File: src/rtl/head_group_link_pkg.sv
// Shared types for the head group vlink router and its finish tracker.
`ifndef HEAD_CORE_NUM
`define HEAD_CORE_NUM 4
`endif
`ifndef MAC_MULT_NUM
`define MAC_MULT_NUM 4
`endif
`ifndef IDATA_WIDTH
`define IDATA_WIDTH 8
`endif

package head_group_link_pkg;

  typedef enum logic [1:0] {
    PAIR_SWAP = 2'd0,
    RING      = 2'd1,
    BCAST     = 2'd2,
    OFF       = 2'd3
  } link_mode_e;

  typedef enum logic [1:0] {
    IDLE = 2'd0,
    RUN  = 2'd1,
    DONE = 2'd2
  } control_state_e;

  typedef struct packed {
    link_mode_e mode;
  } op_config_t;

  // Source head feeding destination head h under mode m in a group of n heads.
  function automatic int unsigned src_head(link_mode_e m, int unsigned h, int unsigned n);
    case (m)
      PAIR_SWAP: return h ^ 1;
      RING:      return (h + n - 1) % n;
      default:   return 0;
    endcase
  endfunction

endpackage

File: src/rtl/head_finish_tracker.sv
// Tracks per-head finish pulses for one operation; flags protocol errors and timeout.
module head_finish_tracker
  import head_group_link_pkg::*;
#(
  parameter int unsigned HEAD_NUM    = 4,
  parameter int unsigned TIMEOUT_CYC = 65535
) (
  input  logic                clk,
  input  logic                rst_n,
  input  logic                start,
  input  logic                mode_req,
  input  logic [HEAD_NUM-1:0] head_en,
  input  logic [HEAD_NUM-1:0] finish_in,
  output logic                idle,
  output logic                busy,
  output logic                all_finish,
  output logic                finish_err
);

  localparam int unsigned CNT_W = $clog2(TIMEOUT_CYC + 1);
  localparam logic [CNT_W-1:0] CNT_MAX = CNT_W'(TIMEOUT_CYC);

  control_state_e      state;
  logic [HEAD_NUM-1:0] pending;
  logic [HEAD_NUM-1:0] start_mask;
  logic [HEAD_NUM-1:0] pend_clr;
  logic [CNT_W-1:0]    cnt;
  logic [CNT_W-1:0]    cnt_inc;
  logic                err;

  always_comb begin
    start_mask = head_en & ~finish_in;
    pend_clr   = pending & ~finish_in;
    cnt_inc    = (cnt == CNT_MAX) ? cnt : cnt + 1'b1;
    err        = mode_req && (state != IDLE);
    case (state)
      IDLE:    if (!start && (|finish_in)) err = 1'b1;
      RUN:     if (start || (|(finish_in & ~pending))) err = 1'b1;
      DONE:    if (start || (|finish_in)) err = 1'b1;
      default: ;
    endcase
  end

  assign idle = (state == IDLE);

  always_ff @(posedge clk or negedge rst_n) begin
    if (!rst_n) begin
      state      <= IDLE;
      pending    <= '0;
      cnt        <= '0;
      busy       <= 1'b0;
      all_finish <= 1'b0;
      finish_err <= 1'b0;
    end else begin
      all_finish <= 1'b0;
      finish_err <= err;
      case (state)
        IDLE: begin
          if (start) begin
            cnt     <= '0;
            pending <= start_mask;
            if (start_mask == '0) begin
              state      <= DONE;
              all_finish <= 1'b1;
            end else begin
              state <= RUN;
              busy  <= 1'b1;
            end
          end
        end
        RUN: begin
          cnt     <= cnt_inc;
          pending <= pend_clr;
          // Completion on the final cycle wins over a coincident timeout.
          if (pend_clr == '0) begin
            state      <= DONE;
            busy       <= 1'b0;
            all_finish <= 1'b1;
          end else if (cnt_inc == CNT_MAX) begin
            state      <= IDLE;
            busy       <= 1'b0;
            pending    <= '0;
            finish_err <= 1'b1;
          end
        end
        default: begin
          state <= IDLE;
          busy  <= 1'b0;
        end
      endcase
    end
  end

endmodule

File: src/rtl/head_group_link.sv
// Registered vlink crossbar between the heads of a group plus the finish tracker.
`ifndef HEAD_CORE_NUM
`define HEAD_CORE_NUM 4
`endif
`ifndef MAC_MULT_NUM
`define MAC_MULT_NUM 4
`endif
`ifndef IDATA_WIDTH
`define IDATA_WIDTH 8
`endif

module head_group_link
  import head_group_link_pkg::*;
#(
  parameter int unsigned HEAD_NUM         = 4,
  parameter int unsigned LANE_NUM         = `HEAD_CORE_NUM,
  parameter int unsigned VLINK_DATA_WIDTH = (`MAC_MULT_NUM * `IDATA_WIDTH),
  parameter int unsigned TIMEOUT_CYC      = 65535
) (
  input  logic                                                 clk,
  input  logic                                                 rst_n,
  input  logic                                                 link_mode_vld,
  input  logic [1:0]                                           link_mode,
  input  logic [HEAD_NUM-1:0]                                  head_en,
  input  logic [HEAD_NUM-1:0][LANE_NUM-1:0][VLINK_DATA_WIDTH-1:0] vlink_src_array,
  input  logic [HEAD_NUM-1:0][LANE_NUM-1:0]                    vlink_src_vld_array,
  output logic [HEAD_NUM-1:0][LANE_NUM-1:0][VLINK_DATA_WIDTH-1:0] vlink_dst_array,
  output logic [HEAD_NUM-1:0][LANE_NUM-1:0]                    vlink_dst_vld_array,
  input  logic                                                 start,
  input  logic [HEAD_NUM-1:0]                                  finish_in,
  output logic                                                 all_finish,
  output logic                                                 finish_err,
  output logic                                                 busy
);

  localparam int unsigned HW = $clog2(HEAD_NUM);

  op_config_t                               cfg;
  logic                                     idle;
  logic [HEAD_NUM-1:0][HW-1:0]              src_sel;
  logic [HEAD_NUM-1:0]                      route_ok;
  logic [HEAD_NUM-1:0][LANE_NUM-1:0]        gated_vld;

  head_finish_tracker #(
    .HEAD_NUM    (HEAD_NUM),
    .TIMEOUT_CYC (TIMEOUT_CYC)
  ) u_tracker (
    .clk        (clk),
    .rst_n      (rst_n),
    .start      (start),
    .mode_req   (link_mode_vld),
    .head_en    (head_en),
    .finish_in  (finish_in),
    .idle       (idle),
    .busy       (busy),
    .all_finish (all_finish),
    .finish_err (finish_err)
  );

  always_comb begin
    src_sel   = '0;
    route_ok  = '0;
    gated_vld = '0;
    for (int unsigned h = 0; h < HEAD_NUM; h++) begin
      src_sel[h]   = HW'(src_head(cfg.mode, h, HEAD_NUM));
      // Broadcast never loops head 0 back onto itself.
      route_ok[h]  = (cfg.mode != OFF) && !((cfg.mode == BCAST) && (h == 0)) &&
                     head_en[src_sel[h]] && head_en[h];
      gated_vld[h] = {LANE_NUM{route_ok[h]}} & vlink_src_vld_array[src_sel[h]];
    end
  end

  always_ff @(posedge clk or negedge rst_n) begin
    if (!rst_n) begin
      cfg                 <= '{mode: OFF};
      vlink_dst_vld_array <= '0;
      vlink_dst_array     <= '0;
    end else begin
      if (link_mode_vld && idle) cfg.mode <= link_mode_e'(link_mode);
      vlink_dst_vld_array <= gated_vld;
      for (int unsigned h = 0; h < HEAD_NUM; h++) begin
        for (int unsigned l = 0; l < LANE_NUM; l++) begin
          if (gated_vld[h][l]) vlink_dst_array[h][l] <= vlink_src_array[src_sel[h]][l];
        end
      end
    end
  end

endmodule
File: config.mk
export PLATFORM = sky130hd
export DESIGN_NAME = head_group_link
export DESIGN_NICKNAME = d
export VERILOG_FILES = /design/src/rtl/head_group_link_pkg.sv /design/src/rtl/head_finish_tracker.sv /design/src/rtl/head_group_link.sv
export SDC_FILE = /design/constraint.sdc
export NUM_CORES = 1
export LEC_CHECK = 0
export BUFFER_PORTS_ARGS = -buffer_cell sky130_fd_sc_hd__buf_2
export CAP_MARGIN = 40
export CORE_AREA = 2 2 424 426
export DETAILED_ROUTE_END_ITERATION = 10
export DIE_AREA = 0 0 426 428
export GPL_TIMING_DRIVEN = 0
export PLACE_DENSITY = 0.32
export SYNTH_ARGS = -nofsm -noshare
export SYNTH_HDL_FRONTEND = slang
export SYNTH_SLANG_ARGS = --single-unit
File: constraint.sdc
create_clock -name clk -period 4 [get_ports clk]
set_input_delay 0.4 -clock clk [delete_from_list [all_inputs] [get_ports clk]]
set_output_delay 0.4 -clock clk [all_outputs]
set_load 0.005 [all_outputs]
==> results of run 1 <==
-- kinds of logic after synthesis --
family,after synthesis
adder cells (fa/ha/maj),5
buffers and inverters,226
flip-flops,555
AND/OR/NAND/NOR,742
AO/OA/AOI/OAI,732
XOR/XNOR,4
multiplexers,398
-- power groups by stage --
stage / registers [mW] / clock network, mW / logic [mW]
floorplan: 9.54 / 0 / 5.90
global placement: 9.51 / 0 / 14.1
detailed placement: 9.53 / 0 / 14.4
CTS: 9.46 / 7.83 / 14.7
global route: 9.77 / 8.03 / 15.7
finish: 9.47 / 7.56 / 14.2
-- cells in the final DEF (no fill, tap or decap), types with 19 or more instances in the layout --
cell / n
buf_2: 1111
dfrtp_1: 553
nand2_1: 550
o21ai_0: 539
dlygate4sd3_1: 348
mux2i_1: 263
clkbuf_1: 153
a21oi_1: 144
nor2_1: 137
mux2_2: 135
clkbuf_16: 81
diode_2: 37
inv_1: 28
buf_1: 19
-- per-layer routing --
layer	vias to the layer above	GRT usage, %	share of wire, %
li1	12337	-	-
met1	13214	22.49	42
met2	918	30.28	48
met3	238	4.743	6.3
met4	30	7.658	4.0
met5	-	0.4497	0.16
-- critical path, stage by stage, from the launching register on --
cell and delay [ps]:
dfstp_2 530, buf_2 400, buf_2 330, buf_2 410, buf_12 220, clkbuf_2 500, buf_16 220, buf_2 560
mux2i_1 280, o21ai_0 90
-- layout make-up --
type	instances	area [sq um]
Fill cell	19885	136600
Sequential cell	555	13890
Multi-Input combinational cell	1881	11030
Timing Repair Buffer	1455	9439
Tap cell	2355	2947
Clock buffer	119	2330
Buffer	198	814.5
Clock inverter	23	354.1
Inverter	28	105.1
Antenna cell	37	92.59
-- registers in the layout, indices dropped and copies added, names as in the netlist --
register and cells:
cfg 2, u_tracker.all_finish 1, u_tracker.busy 1, u_tracker.cnt 16
u_tracker.finish_err 1, u_tracker.pending 4, u_tracker.state 2, vlink_dst_array 512
vlink_dst_vld_array 16
-- worst max-delay path by stage --
stage,to,depth (start not counted),from
after floorplan,u_tracker.busy,8,u_tracker.cnt[0]
after global placement,vlink_dst_array[474],1,rst_n
after detailed placement,vlink_dst_array[416],9,cfg[1]
after CTS,vlink_dst_array[416],9,cfg[1]
after global routing,vlink_dst_array[416],9,cfg[1]
final,vlink_dst_array[472],9,cfg[1]
-- what timing repair did --
item / 4_1_cts / 5_1_grt
hold buffers: 348 / 0
buffers inserted: 0 / 0
hold endpoints to repair: 479 / 0
resized for setup: 0 / 0
-- metrics by stage --
stage | TNS [ps] | hold WS (ps) | total power [mW] | util [%]
2_1_floorplan | 0 | 104.4 | 15.44 | -
3_3_place_gp | -6486640 | 456.9 | 23.60 | 19.22
3_5_place_dp | 0 | 442.1 | 23.92 | 19.56
4_1_cts | 0 | 0.2431 | 32.01 | 23.03
5_1_grt | 0 | 17.72 | 33.46 | 23.06
6_report | 0 | 64.33 | 31.26 | 23.08
==> impl_results.md, run 1 <==
- Outcome: complete, no violations
- Adder-Cell Fraction of Synth Area: less than 1%
- Min-Delay Endpoint: vlink_dst_array[50]
- WL final: about 170 mm
- # IOs: between 1000 and 1500
- Switch share: a little over two fifths
- Syn avg cell area: 9.704 sq um
- Hold path depth: 3
- Area Growth Syn to Fin: 58.72%
- Largest net degree at the start of global routing: 91
- Die Y-Extent: ~430 microns
- Synth top area share: 53.57%
- Endpoint class of the critical path: flop
- Post-DRT Antenna Nets: 0
- Number of flops mapped to enable cells by yosys: 0
- Register share of total power: 30.3%
- Initial core utilization: 14.54%
- H-tree depth: 3
- Placed Instances: between 6000 and 7000
- PortBufs: 1072
- Synth Net Count: 3209
- Clk_skew: ~37 ps
- Synthesis-stage register bit count: 555
- Cells after synthesis: 2662
- RSZ-0062 raised after global routing: no
- Core area: 177600 sq um
- Via density per instance: 4.020
- Main area contributors after synthesis: dfrtp_1, o21ai_0, mux2i_1
- Sw power: about 13 mW
- Synth Area in Compound Gates: between 10% and 20%
- CTS buffer count: 81
- Post-route cell area: around 41000 sq um
- HPWL after DPL: 139.1 mm
- Max Cap Violations: 0
- Initial antenna violation count: just under 80
- Reg2Reg Setup Slack: 220 ps
- Ys async rst share: 100.0%
- Max-slew violations: 0
- Critical path launch point type: flop
- Final setup viols: 0
- Yosys top cell by area: dfrtp_1
- Drt wl/cell: between 20 and 30 microns
- Max VDD drop: about 0.29 mV
- GRT Util Overall: a little under a fifth
- Final worst setup slack: between 200 and 250 ps
- Clk network pwr share: between 20% and 30%
- Most common cell in the netlist: dfrtp_1
- Main combinational cell family by area after synthesis: multiplexers
- Multiplexer share of the synthesized area: between 10% and 20%
- Min cycle time layout: roughly 3800 ps
- PwrDens: around 760 nW/um^2
- DP Area: between 30000 and 40000 sq um
- Pint: roughly 18 mW
- Final #Nets: around 4700
- CTS Root Cell: clkbuf_16
- Post-route DRC: 0
- Worst Hold Launch: vlink_src_array[434]
- Distinct cells, synth: 59
- Combinational share of power: 45.6%
- Reg2reg start: cfg[1]
- Worst slew margin: a little over 40%
- Most frequent cells after synthesis: dfrtp_1, nand2_1, o21ai_0, mux2i_1, a21oi_1
- Synth Flop Type: dfrtp_1
- Via Count: approximately 27000
- GPL Wtd Cong: 0.9356
- Later-pin clock latency in the skew report: around 700 ps
- First-pass GRT wire length: ~230 mm
- Post-synthesis sequential area ratio: a little over half
- RR Endpoint: vlink_dst_array[472]
- Finished Layout Cells: 6651
- CTS sink count: ~560
- Final global-route overflow total: 0
- Initial drt markers: between 1500 and 2000
- Fraction of layout cells with a size suffix above 1: between 30 and 40%
- Clock Path Buffers: 3
- Post-synthesis simple-gate area fraction: a little under an eighth
- Pre-CTS WS: 69.60 ps
- Post-synthesis cell area: roughly 26000 sq um
- Crit Path Category: reg -> reg
- Crit Path Max Fanout: 10
- Final Hold Violating Endpoints: 0
- TritonCTS clock tree: yes
- Hold WC Path Type: in -> reg
- Die Span X: between 400 and 500 microns
- Worst path arrival time: 4300 ps
- Max Fclk: approximately 260 MHz
- Yosys warning count: 0
- Fin crit share: between 90% and 100%
- CTS clock-pin slew for the worst setup and hold paths: ~60 ps
- DRT Pass-1 Iters: 5
- P_leak: approximately 20 nW
- Synth Area in XOR/XNOR: 0.1647%
- Core Rows: ~160
- Vias in the first global route: roughly 27000
- Worst-Margin Slew: just under 900 ps
- Worst Path Required: approximately 4500 ps
- Worst r2r path cells: 9
- Full die area: between 150000 and 200000 sq um
Power figures use the tool's default switching activity.
==> run 2, diff against run 1 <==
--- a/config.mk
+++ b/config.mk
@@ -5,13 +5,14 @@
 export SDC_FILE = /design/constraint.sdc
 export NUM_CORES = 1
 export LEC_CHECK = 0
+export ABC_AREA = 1
 export BUFFER_PORTS_ARGS = -buffer_cell sky130_fd_sc_hd__buf_2
 export CAP_MARGIN = 40
-export CORE_AREA = 2 2 424 426
+export CORE_AREA = 2 2 420 422
 export DETAILED_ROUTE_END_ITERATION = 10
-export DIE_AREA = 0 0 426 428
+export DIE_AREA = 0 0 422 424
 export GPL_TIMING_DRIVEN = 0
-export PLACE_DENSITY = 0.32
+export PLACE_DENSITY = 0.33
 export SYNTH_ARGS = -nofsm -noshare
 export SYNTH_HDL_FRONTEND = slang
 export SYNTH_SLANG_ARGS = --single-unit
==> constraint.sdc (replaced) <==
create_clock -name clk -period 3.4 [get_ports clk]
set_input_delay 0.34 -clock clk [delete_from_list [all_inputs] [get_ports clk]]
set_output_delay 0.34 -clock clk [all_outputs]
set_load 0.005 [all_outputs]
==> impl_results.md, run 2 <==
- Outcome: complete, no violations
- Crit Path Max Fanout: 11
- PortBufs: between 1000 and 1500
- Fraction of layout cells with a size suffix above 1: ~31%
- CTS buffer count: 81
- Worst Setup SP: cfg[1]
- CTS Root Cell: clkbuf_16
- Hold path depth: 5
- Die Y-Extent: 424 microns
- Number of flops mapped to enable cells by yosys: 0
- Synthesis-stage register bit count: 555
- RSZ-0062 raised after global routing: yes
- # IOs: between 1000 and 1500
- Min cycle time layout: ~3200 ps
- WL final: between 150 and 200 mm
- Clk_skew: around 40 ps
- Worst slew margin: approximately 45%
- Final setup viols: 0
- P_leak: about 20 nW
- Full die area: roughly 180000 sq um
- Die Span X: roughly 420 microns
- Overall power: around 39 mW
- Commonest non-fill, non-tap cells in the layout: buf_2, nand2_1, dfrtp_1
- Later-pin clock latency in the skew report: 750 ps
- CP peak stage delay: ~560 ps
- Hold slack final: slightly below 50 ps
- Via Count: 29749
- Post-synthesis sequential area ratio: 54.61%
- CTS sink count: roughly 560
- Max Fclk: around 310 MHz
- Yosys warning count: 0
- Final Hold Violating Endpoints: 0
- PwrDens: roughly 930 nW/um^2
- Max Cap Violations: 0
- Worst Path Required: just over 4000 ps
- Area Growth Syn to Fin: 66.82%
- Fillers: about 20000
- Largest reg by FF count: vlink_dst_array
- Worst path arrival time: 3830 ps
- GRT Util Overall: 20.45%
- Final #Nets: between 5000 and 6000
- Most common cell after layout, fill and taps aside: buf_2
- Endpoint class of the critical path: flop
- First-pass GRT wire length: ~250 mm
- H-tree depth: 3
- Synth Net Count: roughly 3500
- Critical path launch point type: flop
- Post-route cell area: ~42000 sq um
- Post-route DRC: 0
- HPWL after DPL: about 150 mm
- Synth Flop Type: dfrtp_1
- Placed Instances: 6415
- Initial drt markers: 2115
- Synth top area share: 54.41%
- Reg2reg start: cfg[1]
- Crit Path Category: reg -> reg
- Most frequent cells after synthesis: nand2_1, dfrtp_1, nor2_1, a31oi_1, mux2_2
- Initial core utilization: 14.54%
- Finished Layout Cells: slightly above 7000
- Final Util: between 20% and 30%
- Yosys top cell by area: dfrtp_1
- Max-slew violations: 0
- Fin crit share: 93.76%
- Core Rows: 154
- Worst Hold Launch: vlink_src_array[167]
- DP Area: about 34000 sq um
- Ys async rst share: 100.0%
- Setup Buffers After CTS: 0
- Main area contributors after synthesis: dfrtp_1, nand2_1, a31oi_1
- GPL Wtd Cong: 0.8982
- CP cell instances: buf_2, buf_2, clkbuf_4, buf_16, buf_2, nand2_1, nand2_1, nand2_1, a31oi_1, dlygate4sd3_1
- Most common cell in the netlist: nand2_1
- Final global-route overflow total: 0
- Hold WC Path Type: in -> reg
- Post-DRT Antenna Nets: 0
- CTS clock-pin slew for the worst setup and hold paths: 60 ps
- Max reg flops: between 500 and 600
- Worst r2r path cells: 10
- Max VDD drop: 0.5135 mV
- Syn avg cell area: about 8.5 sq um
- Worst-Margin Slew: 832.2 ps
- Largest net degree at the start of global routing: between 90 and 100
- Via density per instance: 4.174
- Initial antenna violation count: slightly above 80
- Clock Path Buffers: 3
- Core area: 175000 sq um
- DRT Pass-1 Iters: 6
- Cells after synthesis: a little under 3000
- Leading registers by flop count: vlink_dst_array (512), u_tracker.cnt (16), vlink_dst_vld_array (16)
- Drt wl/cell: approximately 27 microns
- Worst path slowest cell: dlygate4sd3_1
- Vias in the first global route: between 30000 and 40000
- Post-synthesis cell area: roughly 25000 sq um
- TritonCTS clock tree: yes
- Distinct cells, synth: 38
-- run 2: cell count changes after synthesis, sizes merged, moves of 9 or more --
cell and change:
clkbuf -43, a21oi -129, o21ai -515, nand2 +560
o211ai -9, buf +46, nand3 +12, a31oi +381
mux2i -263, nor2 +304, inv +20
-- run 2: layer usage --
metal  up-vias  wire length [microns]  part of all wire [%]  global-route usage, %
met5         -                    439                  0.23                      0
met4        72                   5363                   2.8                  6.089
met3       276                  12270                   6.5                  4.731
met2      1117                  92120                    49                  34.59
met1     14875                  78790                    42                  25.77
li1      13409                      -                     -                      -
-- run 2: kinds of logic (layout without fill, tap and decap cells) --
| family | Yosys count | in the layout | share of synthesized area, % |
|---|---|---|---|
| adders and majority gates | 5 | 5 | 0.2460 |
| AOI/OAI and AO/OA | 447 | 447 | 11.01 |
| buffers and inverters | 249 | 2046 | 4.413 |
| other | 0 | 16 | 0 |
| muxes | 128 | 128 | 5.667 |
| DFF | 555 | 555 | 54.61 |
| and+or+nand+nor | 1587 | 1587 | 23.91 |
| xor gates and xnor gates | 4 | 4 | 0.1378 |
-- run 2: where the power goes --
part | internal [mW] | switching, mW
Clock | 4.93 | 3.77
Sequential | 9.86 | 1.99
Combinational | 7.04 | 11.8
Total | 21.8 | 17.6
-- run 2: repair_timing --
item,4_1_cts,5_1_grt
hold buffers,552,0
endpoints found under the setup margin,0,33
gates resized for setup,0,17
endpoints found under the hold margin,723,0
-- run 2: path summary, 6_finish.rpt --
kind	to	slack, ps
worst max-delay path	vlink_dst_array[113]	210
worst min-delay path	vlink_dst_array[295]	50
worst max register to register	vlink_dst_array[113]	210
worst min register to register	u_tracker.busy	490
max in group asynchronous	vlink_dst_array[291]	1390
min in group asynchronous	vlink_dst_array[235]	130
-- run 2: metrics by stage --
stage / setup slack [ps] / TNS, ps
after floorplan: 1498 / 0
after global placement: -12380 / -6837660
after detailed placement: 159.8 / 0
after CTS: 18.85 / 0
after global routing: -13.17 / -14.79
final: 212.3 / 0
-- run 2: cell type report --
cell class,count,area (sq um),area share [%]
Buffer,201,968.4,2.282
Clock buffer,114,2271,5.352
Tap cell,2340,2928,6.900
Sequential cell,555,13890,32.74
Antenna cell,16,40.04,0.09436
Timing Repair Buffer,1652,11360,26.77
Inverter,48,181.4,0.4276
Multi-Input combinational cell,2171,10450,24.62
Clock inverter,31,346.6,0.8168
-- run 2: critical path, delay by kind of cell (launching register included) --
family                 cells  cell delay [ps]
AO/OA/AOI/OAI              1              170
buffers and inverters      6             1920
flip-flops                 1              500
AND/OR/NAND/NOR            3              480
==> run 3, diff against run 2 <==
--- a/config.mk
+++ b/config.mk
@@ -12,7 +12,7 @@
 export DETAILED_ROUTE_END_ITERATION = 10
 export DIE_AREA = 0 0 422 424
 export GPL_TIMING_DRIVEN = 0
-export PLACE_DENSITY = 0.33
+export PLACE_DENSITY = 0.32
 export SYNTH_ARGS = -nofsm -noshare
 export SYNTH_HDL_FRONTEND = slang
 export SYNTH_SLANG_ARGS = --single-unit
==> constraint.sdc (replaced) <==
create_clock -name clk -period 3.7 [get_ports clk]
set_input_delay 0.37 -clock clk [delete_from_list [all_inputs] [get_ports clk]]
set_output_delay 0.37 -clock clk [all_outputs]
set_load 0.005 [all_outputs]
==> impl_results.md, run 3 (synthesis gave the netlist of run 2 again) <==
- Outcome: complete, no violations
- Initial drt markers: a little under 2000
- Min cycle time layout: about 3500 ps
- Final setup viols: 0
- Max-slew violations: 0
- Worst path arrival time: 4130 ps
- Final Hold Violating Endpoints: 0
- Largest net degree at the start of global routing: 100
- WL final: ~190 mm
- CP most frequent cell: buf_2
- Max VDD drop: 0.3672 mV
- PwrDens: 875.4 nW/um^2
- GRT Util Overall: roughly a fifth
- CTS buffer count: 81
- P_leak: a little under 20 nW
- Post-route cell area: 42150 sq um
- Die Y-Extent: 424 microns
- Commonest non-fill, non-tap cells in the layout: buf_2, nand2_1, dfrtp_1
- Final global-route overflow total: 0
- CP delay by family, top: buffers and inverters
- Post-DRT Antenna Nets: 0
- Multi-input gate area: between 10000 and 15000 sq um
- Initial core utilization: between 10% and 20%
- Later-pin clock latency in the skew report: ~720 ps
- CP peak stage delay: around 790 ps
- Most common cell after layout, fill and taps aside: buf_2
- Initial antenna violation count: 86
- Worst-Margin Slew: ~900 ps
- Max reg flops: ~510
- CP cell instances: buf_2, o21ai_0, nor3_1, buf_2, buf_2, a31oi_1, dlygate4sd3_1
- Sequential Area: roughly 14000 sq um
- H-tree depth: 3
- Hold WC Path Type: in -> reg
- Fin crit share: a little over nine tenths
- First-pass GRT wire length: between 200 and 300 mm
- Full die area: approximately 180000 sq um
- Crit Path Category: reg -> reg
- Fraction of layout cells with a size suffix above 1: a little under a third
- Worst path bufs/invs: 4
- Die Span X: 422 microns
- Max Fclk: 282.3 MHz
- DP Area: roughly 34000 sq um
- # IOs: roughly 1100
- CTS sink count: around 560
- Clk_skew: between 20 and 25 ps
- Area Growth Syn to Fin: 65.73%
- Worst path slowest cell: nor3_1
- Final Util: 24.09%
- TritonCTS clock tree: yes
- Endpoint class of the critical path: flop
- Drt wl/cell: 26.49 microns
- Critical path launch point type: flop
- Final #Nets: between 5000 and 6000
- Fin Setup TNS: 0 ps
- Post-route DRC: 0
- Leading registers by flop count: vlink_dst_array (512), u_tracker.cnt (16), vlink_dst_vld_array (16)
- Core Rows: 154
- Via Count: 29512
- CTS clock-pin slew for the worst setup and hold paths: ~60 ps
- Via density per instance: 4.164
- GPL Wtd Cong: 0.8973
- Core area: between 150000 and 200000 sq um
- Vias in the first global route: 29835
- Fillers: between 15000 and 20000
- HPWL after DPL: 150.6 mm
- Clock Path Buffers: 3
- PortBufs: 1072
- CTS Root Cell: clkbuf_16
- DRT Pass-1 Iters: 7
- Crit Path Max Fanout: 10
- Largest reg by FF count: vlink_dst_array
- Hold slack final: 46.44 ps
- Worst slew margin: 39.25%
- Worst Path Required: between 4000 and 5000 ps
- Max Cap Violations: 0
- RSZ-0062 raised after global routing: no
run 3: where the power goes:
group | internal, mW | switching, mW | total, mW
clock network | 5.25 | 3.42 | 8.67
registers | 9.06 | 1.78 | 10.8
logic | 6.53 | 10.9 | 17.4
total | 20.8 | 16.1 | 36.9
run 3: timing repair:
item | in CTS | in global routing
hold buffers | 507 | 0
hold endpoints to repair | 611 | 0
setup buffers | 0 | 0
setup endpoints to repair | 0 | 5
gates resized for setup | 0 | 1
run 3: layout make-up:
class | instances | share of cell area, %
timing repair buffer | 1604 | 25.72
sequential | 555 | 32.95
clock buffer | 114 | 5.631
inverter | 48 | 0.4274
buffer | 201 | 2.268
multi-input combinational | 2171 | 24.72
antenna | 21 | 0.1247
tap | 2340 | 6.946
clock inverter | 34 | 1.208
run 3: worst paths after layout:
| path | slack (ps) | cells past startpoint | to | from |
|---|---|---|---|---|
| setup reg to reg | 160 | 7 | vlink_dst_array[385] | cfg[1] |
| hold reg to reg | 480 | 2 | u_tracker.busy | u_tracker.busy |
| min in group asynchronous | 280 | 2 | vlink_dst_array[242] | rst_n |
| hold / removal | 50 | 3 | vlink_dst_array[416] | vlink_src_array[288] |
| max in group asynchronous | 1250 | 5 | vlink_dst_array[39] | rst_n |
| setup / recovery | 160 | 7 | vlink_dst_array[385] | cfg[1] |
run 3: routing by layer:
metal	share of wire, %	GRT usage [%]	routed length (microns)	vias to the layer above
met5	0.18	0	329	-
met4	4.7	9.429	8774	56
met3	7.2	5.265	13460	324
met2	47	33.25	88460	1167
met1	41	25.08	76760	14667
li1	-	-	-	13298
run 3: worst register-to-register path, cell delays in order, from the launching register on:
cell and delay (ps):
dfstp_2 510, buf_2 210, o21ai_0 370, nor3_1 790, buf_2 440, buf_2 390
a31oi_1 130, dlygate4sd3_1 580
run 3: stage by stage:
stage / instances / total power [mW] / worst slack (ps)
after global placement: 6387 / 27.14 / -12150
after global routing: 7081 / 39.27 / 50.05
after detailed placement: 6412 / 27.33 / 497.6
after CTS: 7067 / 37.51 / 47.24
final: 7088 / 36.90 / 158.1
after floorplan: 2975 / 17.47 / 1798
